<file path="src/rtl/shifter_arbiter.sv">
// Round-robin arbiter that shares one logical-left shifter among NREQ requesters
// and holds each result in a one-entry registered response slot.

module shl_unit #(
  parameter int N  = 32,
  parameter int SW = $clog2(N)
) (
  input  logic [N-1:0]  operand,
  input  logic [SW-1:0] shamt,
  output logic [N-1:0]  result
);
  assign result = operand << shamt;
endmodule

module shifter_arbiter #(
  parameter int N    = 32,
  parameter int NREQ = 4
) (
  input  logic                       clk,
  input  logic                       rst_n,
  input  logic [NREQ-1:0]            req_valid,
  output logic [NREQ-1:0]            req_ready,
  input  logic [NREQ*N-1:0]          req_data,
  input  logic [NREQ*$clog2(N)-1:0]  req_shamt,
  output logic                       rsp_valid,
  input  logic                       rsp_ready,
  output logic [N-1:0]               rsp_data,
  output logic [$clog2(NREQ)-1:0]    rsp_id
);
  localparam int SW   = $clog2(N);
  localparam int ID_W = $clog2(NREQ);

  // Handshake: a transfer happens on a rising edge where valid and ready are
  // both high. req_ready is a function of req_valid, ptr, state and rsp_ready;
  // requesters must not make req_valid depend on req_ready.

  typedef enum logic {EMPTY = 1'b0, FULL = 1'b1} state_e;

  state_e          state, state_nxt;
  logic [ID_W-1:0] ptr;
  logic [ID_W-1:0] gnt_idx;
  logic [ID_W-1:0] scan_idx;
  logic            gnt_valid;
  logic            slot_free;
  logic            accept;
  logic [N-1:0]    sel_data;
  logic [SW-1:0]   sel_shamt;
  logic [N-1:0]    shift_out;

  // First valid requester at or after ptr, wrapping; NREQ is a power of two.
  always_comb begin
    gnt_valid = 1'b0;
    gnt_idx   = '0;
    scan_idx  = '0;
    for (int k = 0; k < NREQ; k++) begin
      scan_idx = ptr + ID_W'(k);
      if (!gnt_valid && req_valid[scan_idx]) begin
        gnt_valid = 1'b1;
        gnt_idx   = scan_idx;
      end
    end
  end

  assign slot_free = (state == EMPTY) | (rsp_valid & rsp_ready);
  assign accept    = slot_free & gnt_valid;
  assign sel_data  = req_data[gnt_idx*N +: N];
  assign sel_shamt = req_shamt[gnt_idx*SW +: SW];

  shl_unit #(.N(N), .SW(SW)) u_shl (
    .operand (sel_data),
    .shamt   (sel_shamt),
    .result  (shift_out)
  );

  always_ff @(posedge clk or negedge rst_n) begin
    if (!rst_n) state <= EMPTY;
    else        state <= state_nxt;
  end

  always_comb begin
    state_nxt = state;
    if (accept)                              state_nxt = FULL;
    else if (state == FULL && rsp_ready)     state_nxt = EMPTY;
  end

  // req_ready is forced low during reset even though the slot reads as free.
  always_comb begin
    rsp_valid = (state == FULL);
    req_ready = '0;
    if (rst_n && accept) req_ready[gnt_idx] = 1'b1;
  end

  // Result, owner and priority pointer only move on an accept.
  always_ff @(posedge clk or negedge rst_n) begin
    if (!rst_n) begin
      rsp_data <= '0;
      rsp_id   <= '0;
      ptr      <= '0;
    end else if (accept) begin
      rsp_data <= shift_out;
      rsp_id   <= gnt_idx;
      ptr      <= gnt_idx + ID_W'(1);
    end
  end
endmodule

</file>
<file path="config.mk">
export PLATFORM = sky130hd
export DESIGN_NAME = shifter_arbiter
export DESIGN_NICKNAME = d
export VERILOG_FILES = /design/src/rtl/shifter_arbiter.sv
export SDC_FILE = /design/constraint.sdc
export NUM_CORES = 1
export LEC_CHECK = 0
export CORE_AREA = 2 2 80 139
export DETAILED_ROUTE_END_ITERATION = 6
export DIE_AREA = 0 0 82 141
export PLACE_DENSITY = 0.77
export SLEW_MARGIN = 20
export SYNTH_ARGS = -nofsm -noshare
export SYNTH_HDL_FRONTEND = slang
export SYNTH_SLANG_ARGS = --single-unit
</file>
<file path="constraint.sdc">
create_clock -name clk -period 4.8 [get_ports clk]
set_input_delay 0.48 -clock clk [delete_from_list [all_inputs] [get_ports clk]]
set_output_delay 0.48 -clock clk [all_outputs]
set_load 0.03 [all_outputs]
</file>
==> results of run 1 <==
## final timing paths
check | from | slack (ps) | to | cells past startpoint
min reg2reg | rsp_data[3]$_DFFE_PN0P_ | 480 | rsp_data[3]$_DFFE_PN0P_ | 2
max reg2reg | ptr[0]$_DFFE_PN0P_ | 1220 | rsp_data[11]$_DFFE_PN0P_ | 12
max in group asynchronous | rst_n | 3940 | rsp_data[11]$_DFFE_PN0P_ | 1
max | req_valid[1] | 870 | rsp_data[11]$_DFFE_PN0P_ | 13
min in group clk | rsp_data[3]$_DFFE_PN0P_ | 480 | rsp_data[3]$_DFFE_PN0P_ | 2
min | rst_n | 310 | rsp_valid$_DFFE_PN0P_ | 1
## layout by cell type (no fill, tap or decap), types with 4 or more instances in the layout
cell type,count
mux2i_1,85
a22o_1,35
mux2_2,5
clkdlybuf4s50_1,192
nand3_1,7
clkbuf_16,5
dfrtp_1,37
inv_1,5
a21oi_1,68
a32oi_1,4
and3_1,5
nand2b_1,5
o21ai_0,15
buf_4,13
nor2_1,21
ha_1,4
a22oi_1,8
a222oi_1,7
nor3_1,8
o211ai_1,6
o21ai_1,5
nand2_1,112
## metal layers
layer  routed length [um]  vias to the layer above  global-route usage [%]
met5                    0                        -                       0
met4                  739                        0                    14.6
met3                  738                       47                    2.94
met2                 7950                      211                    46.5
met1                 5400                     2175                    27.6
li1                     -                     2253                       -
## kinds of logic after synthesis
group | count (synthesis) | synth area share, %
fa+ha+maj | 4 | 1.23
simple gates | 165 | 16.9
buf+inv | 50 | 6.63
mux | 92 | 23.3
compound gates | 170 | 29.1
flops | 37 | 22.8
## state kept, by name, indices dropped and copies added (netlist names)
register,cells
ptr,2
rsp_data,32
rsp_id,2
rsp_valid,1
## where the power goes
part	internal, mW	leakage, nW	switching [mW]
registers	0.437	0.474	0.0914
clock network	0.193	0.0652	0.114
logic	1.27	2.17	1.92
total	1.89	2.71	2.13
## critical path, delay by kind of cell
| family | cells | cell delay [ps] |
|---|---|---|
| buffers and inverters | 3 | 1230 |
| AOI/OAI and AO/OA | 3 | 600 |
| and+or+nand+nor | 7 | 1830 |
## stage by stage
stage	cell area, sq um	setup slack (ps)
3_5_place_dp	6000	604
2_1_floorplan	4060	2070
6_report	6140	869
5_1_grt	6140	515
4_1_cts	6140	896
3_3_place_gp	6000	739
## cell type report
class | count | share of cell area (%)
multi-input cells | 431 | 46.6
flip-flops and latches | 37 | 15.1
clock buffers | 8 | 2.22
inverters | 7 | 0.428
well taps | 130 | 2.65
repair buffers | 206 | 33.0
==> flow_summary_export.csv, run 1 <==
group,metric,value,unit
run_status,status,"finished, final reports clean",
critical_path,timing.critical_path.slowest_cell_delay,860,ps
clocking,insertion_delay,280,ps
routing,routed-via-count,4686,
timing,max-slew-margin-rel,29.5,%
global_routing,grt_pass1_vias,4767,
critical_path,crit_required,5020,ps
die,start_util,38.6,%
routing,drt-pass1-iter-count,5,
critical_path,critical_setup_path_kind,"in -> reg",
logic_synthesis,async_reset_ff_share,100,%
die,coreArea,10500,sq um
logic_synthesis,yosys.cell_count.top_type,"nand2_1",
logic_synthesis,synth_top_cells_by_area,"dfrtp_1, mux2i_1, nand2_1",
timing,worst_slew_pin_slew,1050,ps
timing,timing.final.setup_violations,0,
clocking,clock_tree.root_cell,"clkbuf_16",
die,die_height,141,um
layout,n_fill_cell,1026,
critical_path,worst_ep_arrival_time,4150,ps
power,powerDensity,656,nW/um^2
clocking,htreeDepth,2,
place,dpl.hpwl,12100,um
logic_synthesis,syn-cell-area,4060,sq um
power,power.total,4.02,mW
routing,ant_nets,0,
timing,timing.final.crit_period,3930,ps
logic_synthesis,synth-seq-area-share,22.8,%
global_routing,grt_resource_usage_total,25.7,%
timing,worst_hold_slack,310,ps
timing,rsz0062_at_grt,"no",
logic_synthesis,yosysTopAreaCellShare,22.8,%
critical_path,setup.worst_path.end_class,"register",
layout,proportion_of_layout_cells_with_a_drive_suffix_above_1,5.22,%
timing,final-max-slew-violation-count,0,
power,p_leak,2.71,nW
critical_path,critical_path_start_type,"input pin",
logic_synthesis,syn_avg_cell_area,7.83,sq um
timing,fmaxAchievable,0.254,GHz
global_routing,grt_overflow,0,
layout,utilization,58.4,%
die,die_x,82,um
logic_synthesis,yosysWarnings,0,
logic_synthesis,mappedNetlistNets,677,
die,placementRows,50,
routing,drt_drc_violations_left,0,
logic_synthesis,synth_seq_cells,37,
global_routing,grt_first_pass_wirelength,23200,um
clocking,tritoncts,"yes",
critical_path,timing.critical_path.fanout_max,50,
place,place.gp.congestion,0.919,
layout,fin_cells,819,
timing,final.setup.tns,0,ps
place,port_buffers,193,
clocking,path_clk_slew,50,ps
logic_synthesis,post_synth_edffs,0,
logic_synthesis,synth.cells.most_frequent,"nand2_1, mux2i_1, a21oi_1",
clocking,cts_hold_buffers_added,0,
clocking,numCtsBuffers,5,
clocking,clock_path_buffers,2,
worst_hold_path,hold_class,"in -> async",
run,max-cap-violations,0,
routing,routed_via_density,5.72,
place,post-place-cells,811,
die,num_io_pins,194,
routing,detailedRoute.firstIterationViolations,346,
layout,insertedDiodeCount,0,
timing,count_of_final_hold_check_violations,0,
power,peakVddDrop,0.323,mV
logic_synthesis,most_common_flop_cell_mapped_by_yosys,"dfrtp_1",
routing,finalWirelength,14800,um
layout,nets,847,
global_routing,grt_max_degree,51,
timing,fin_skew,1.19,ps
clocking,cts.sinks,37,
critical_path,worstPathCellList,"clkdlybuf4s50_1 -> nand2b_1 -> o21ai_2 -> o31ai_4 -> buf_4 -> buf_4 -> nand2_1 -> nand3_1 -> nand2_2 -> nor2_1 -> nand2_1 -> nor2_1 -> a221o_1",
layout,regArea,926,sq um
timing,timing.final.crit_share,81.9,%
clocking,postCtsSetupRepairBufs,0,
global_routing,initial_antenna_violation_count,0,
critical_path,crit_path_top_delay_cell,"nor2_1",
layout,multi_input_gate_area_in_the_final_layout,2860,sq um
routing,drt-wirelength-per-cell,18.1,um
logic_synthesis,synthesis.instances,518,
logic_synthesis,yosys.area.top_type,"dfrtp_1",
clocking,postcts_resize_cnt,0,
logic_synthesis,synth.lib_cells_used.distinct,49,
layout,area_growth_syn_to_layout,51.3,%
die,die_area,11600,sq um
Power figures use the tool's default switching activity.
==> run 2, diff against run 1 <==
Settings changed: CORE_AREA 2 2 80 139 to 2 2 82 142, DIE_AREA 0 0 82 141 to 0 0 84 144.
Clock period 4.8 ns to 3.4 ns, I/O delays scaled along.
==> run 2 against run 1 <==
Effect of this change: clock-buffer cell count down 3; cell count is 4.9% higher; clock power up 94%; largest cell class unchanged.
==> flow_summary_export.csv, run 2 (same netlist as run 1, synthesis figures left out) <==
group,metric,value,unit
clocking,insertion_delay,280,ps
place,port_buffers,193,
layout,largest_register_ff_count,32,
global_routing,grt_overflow,0,
timing,count_of_final_hold_check_violations,0,
critical_path,timing.critical_path.fanout_max,21,
layout,proportion_of_layout_cells_with_a_drive_suffix_above_1,11.8,%
critical_path,critical_path_start_type,"input pin",
clocking,clock_tree.root_cell,"clkbuf_16",
critical_path,worst_ep_arrival_time,3420,ps
power,p_leak,2.97,nW
timing,max-slew-margin-rel,67.3,%
layout,biggest_register,"rsp_data",
clocking,htreeDepth,2,
die,num_io_pins,194,
global_routing,grt_pass1_vias,4703,
die,die_area,12100,sq um
layout,reg.largest.list,"rsp_data x32, ptr x2, rsp_id x2",
routing,drt-wirelength-per-cell,17.7,um
timing,layout_setup_ws,174,ps
critical_path,crit_start,"req_valid[1]",
run,max-cap-violations,0,
routing,ant_nets,0,
critical_path,critical_setup_path_kind,"in -> reg",
run_status,status,"finished, final reports clean",
clocking,path_clk_slew,60,ps
die,die_x,84,um
timing,timing.final.crit_period,3230,ps
layout,insertedDiodeCount,0,
power,peakVddDrop,0.519,mV
layout,area_growth_syn_to_layout,62.1,%
layout,final_cell_mix,"clkdlybuf4s50_1, nand2_1, mux2i_1, a21oi_1, buf_4",
layout,utilization,59.6,%
routing,drt_drc_violations_left,0,
place,dpl.hpwl,12600,um
global_routing,initial_antenna_violation_count,0,
clocking,tritoncts,"yes",
layout,leading_cell_type_in_the_layout_fill_and_taps_excluded,"clkdlybuf4s50_1",
layout,nets,885,
timing,worst_slew_pin_slew,490,ps
critical_path,setup.worst_path.end_class,"register",
die,coreArea,11000,sq um
critical_path,r2r-start,"ptr[0]$_DFFE_PN0P_",
global_routing,use_met3,2.11,%
worst_hold_path,hold_class,"in -> async",
place,post-place-ws,-162,ps
clocking,clock_path_buffers,2,
clocking,cts_hold_buffers_added,0,
global_routing,grt_resource_usage_total,23.8,%
die,placementRows,51,
routing,finalWirelength,15200,um
clocking,cts.sinks,37,
routing,routed-via-count,4802,
timing,timing.final.setup_violations,0,
global_routing,grt_first_pass_wirelength,23200,um
routing,drt-pass1-iter-count,5,
critical_path,crit_required,3600,ps
die,start_util,36.7,%
die,die_height,144,um
global_routing,global_route.usage.met2,45.6,%
routing,routed_via_density,5.59,
global_routing,globalRoute.busiestLayer,"met2",
place,place.gp.congestion,0.968,
power,powerDensity,976,nW/um^2
routing,detailedRoute.firstIterationViolations,236,
timing,final-max-slew-violation-count,0,
timing,fmaxAchievable,0.310,GHz
timing,timing.final.crit_share,94.9,%
global_routing,grt_max_degree,71,
global_routing,met1_usage,26.0,%
clocking,numCtsBuffers,5,
timing,fin_skew,3.47,ps
==> run 2: changes by cell type in the layout (fill, tap and decap cells not counted), sizes merged <==
| cell | delta |
|---|---|
| bufinv | +2 |
| clkbuf | -3 |
| buf | +41 |
| clkinv | +1 |
| clkdlybuf4s50 | -3 |
==> run 2: area by class of cell <==
cell class	count	area (sq um)
fill	1017	4460
multi-input combinational	431	2890
timing repair buffer	244	2380
sequential	37	926
tap	132	165
clock buffer	5	125
clock inverter	3	65.1
inverter	7	26.3
==> run 2: routing by layer <==
| metal | share of wire (%) | vias to the layer above |
|---|---|---|
| li1 | - | 2327 |
| met2 | 54 | 201 |
| met3 | 4.3 | 41 |
| met1 | 37 | 2233 |
| met5 | 0 | - |
| met4 | 4.1 | 0 |
==> run 2: path summary, 6_finish.rpt <==
path / endpoint / slack (ps) / depth (start not counted)
max reg2reg: rsp_data[23]$_DFFE_PN0P_ / 400 / 13
max in group asynchronous: rsp_data[0]$_DFFE_PN0P_ / 2930 / 2
min in group clk: rsp_data[2]$_DFFE_PN0P_ / 480 / 2
min reg2reg: rsp_data[2]$_DFFE_PN0P_ / 480 / 2
min: rsp_valid$_DFFE_PN0P_ / 120 / 2
max: rsp_data[25]$_DFFE_PN0P_ / 170 / 15
==> run 2: critical path, cell delays in order <==
cell and delay (ps):
clkdlybuf4s50_1 440, buf_4 150, or2_1 260, nand4_2 120
o31ai_4 70, buf_4 180, buf_4 210, a21oi_1 220
a32o_2 330, buf_4 220, mux2i_1 240, nor2_1 80
nor3_1 270, a21oi_1 100, o211ai_1 180
==> run 2: repair_timing <==
item / CTS / global route
gates resized for setup: 0 / 8
endpoints found under the setup margin: 0 / 12
setup buffers: 0 / 1
==> run 2: metrics by stage <==
step / hold slack, ps / total power [mW] / std cells / setup TNS, ps / area [sq um]
2_1_floorplan: 44.4 / 3.93 / 518 / 0 / 4060
3_3_place_gp: 435 / 5.65 / 850 / -13.1 / 6350
3_5_place_dp: 442 / 5.73 / 850 / -1290 / 6350
4_1_cts: 138 / 6.34 / 858 / 0 / 6540
5_1_grt: 171 / 6.86 / 859 / -35.7 / 6580
6_report: 122 / 6.42 / 859 / 0 / 6580
==> run 2: report_power, final <==
group / leakage, nW / internal (mW) / switching (mW)
combinational: 2.40 / 2.22 / 2.87
clock: 0.0938 / 0.418 / 0.176
sequential: 0.474 / 0.616 / 0.118
total: 2.97 / 3.26 / 3.16
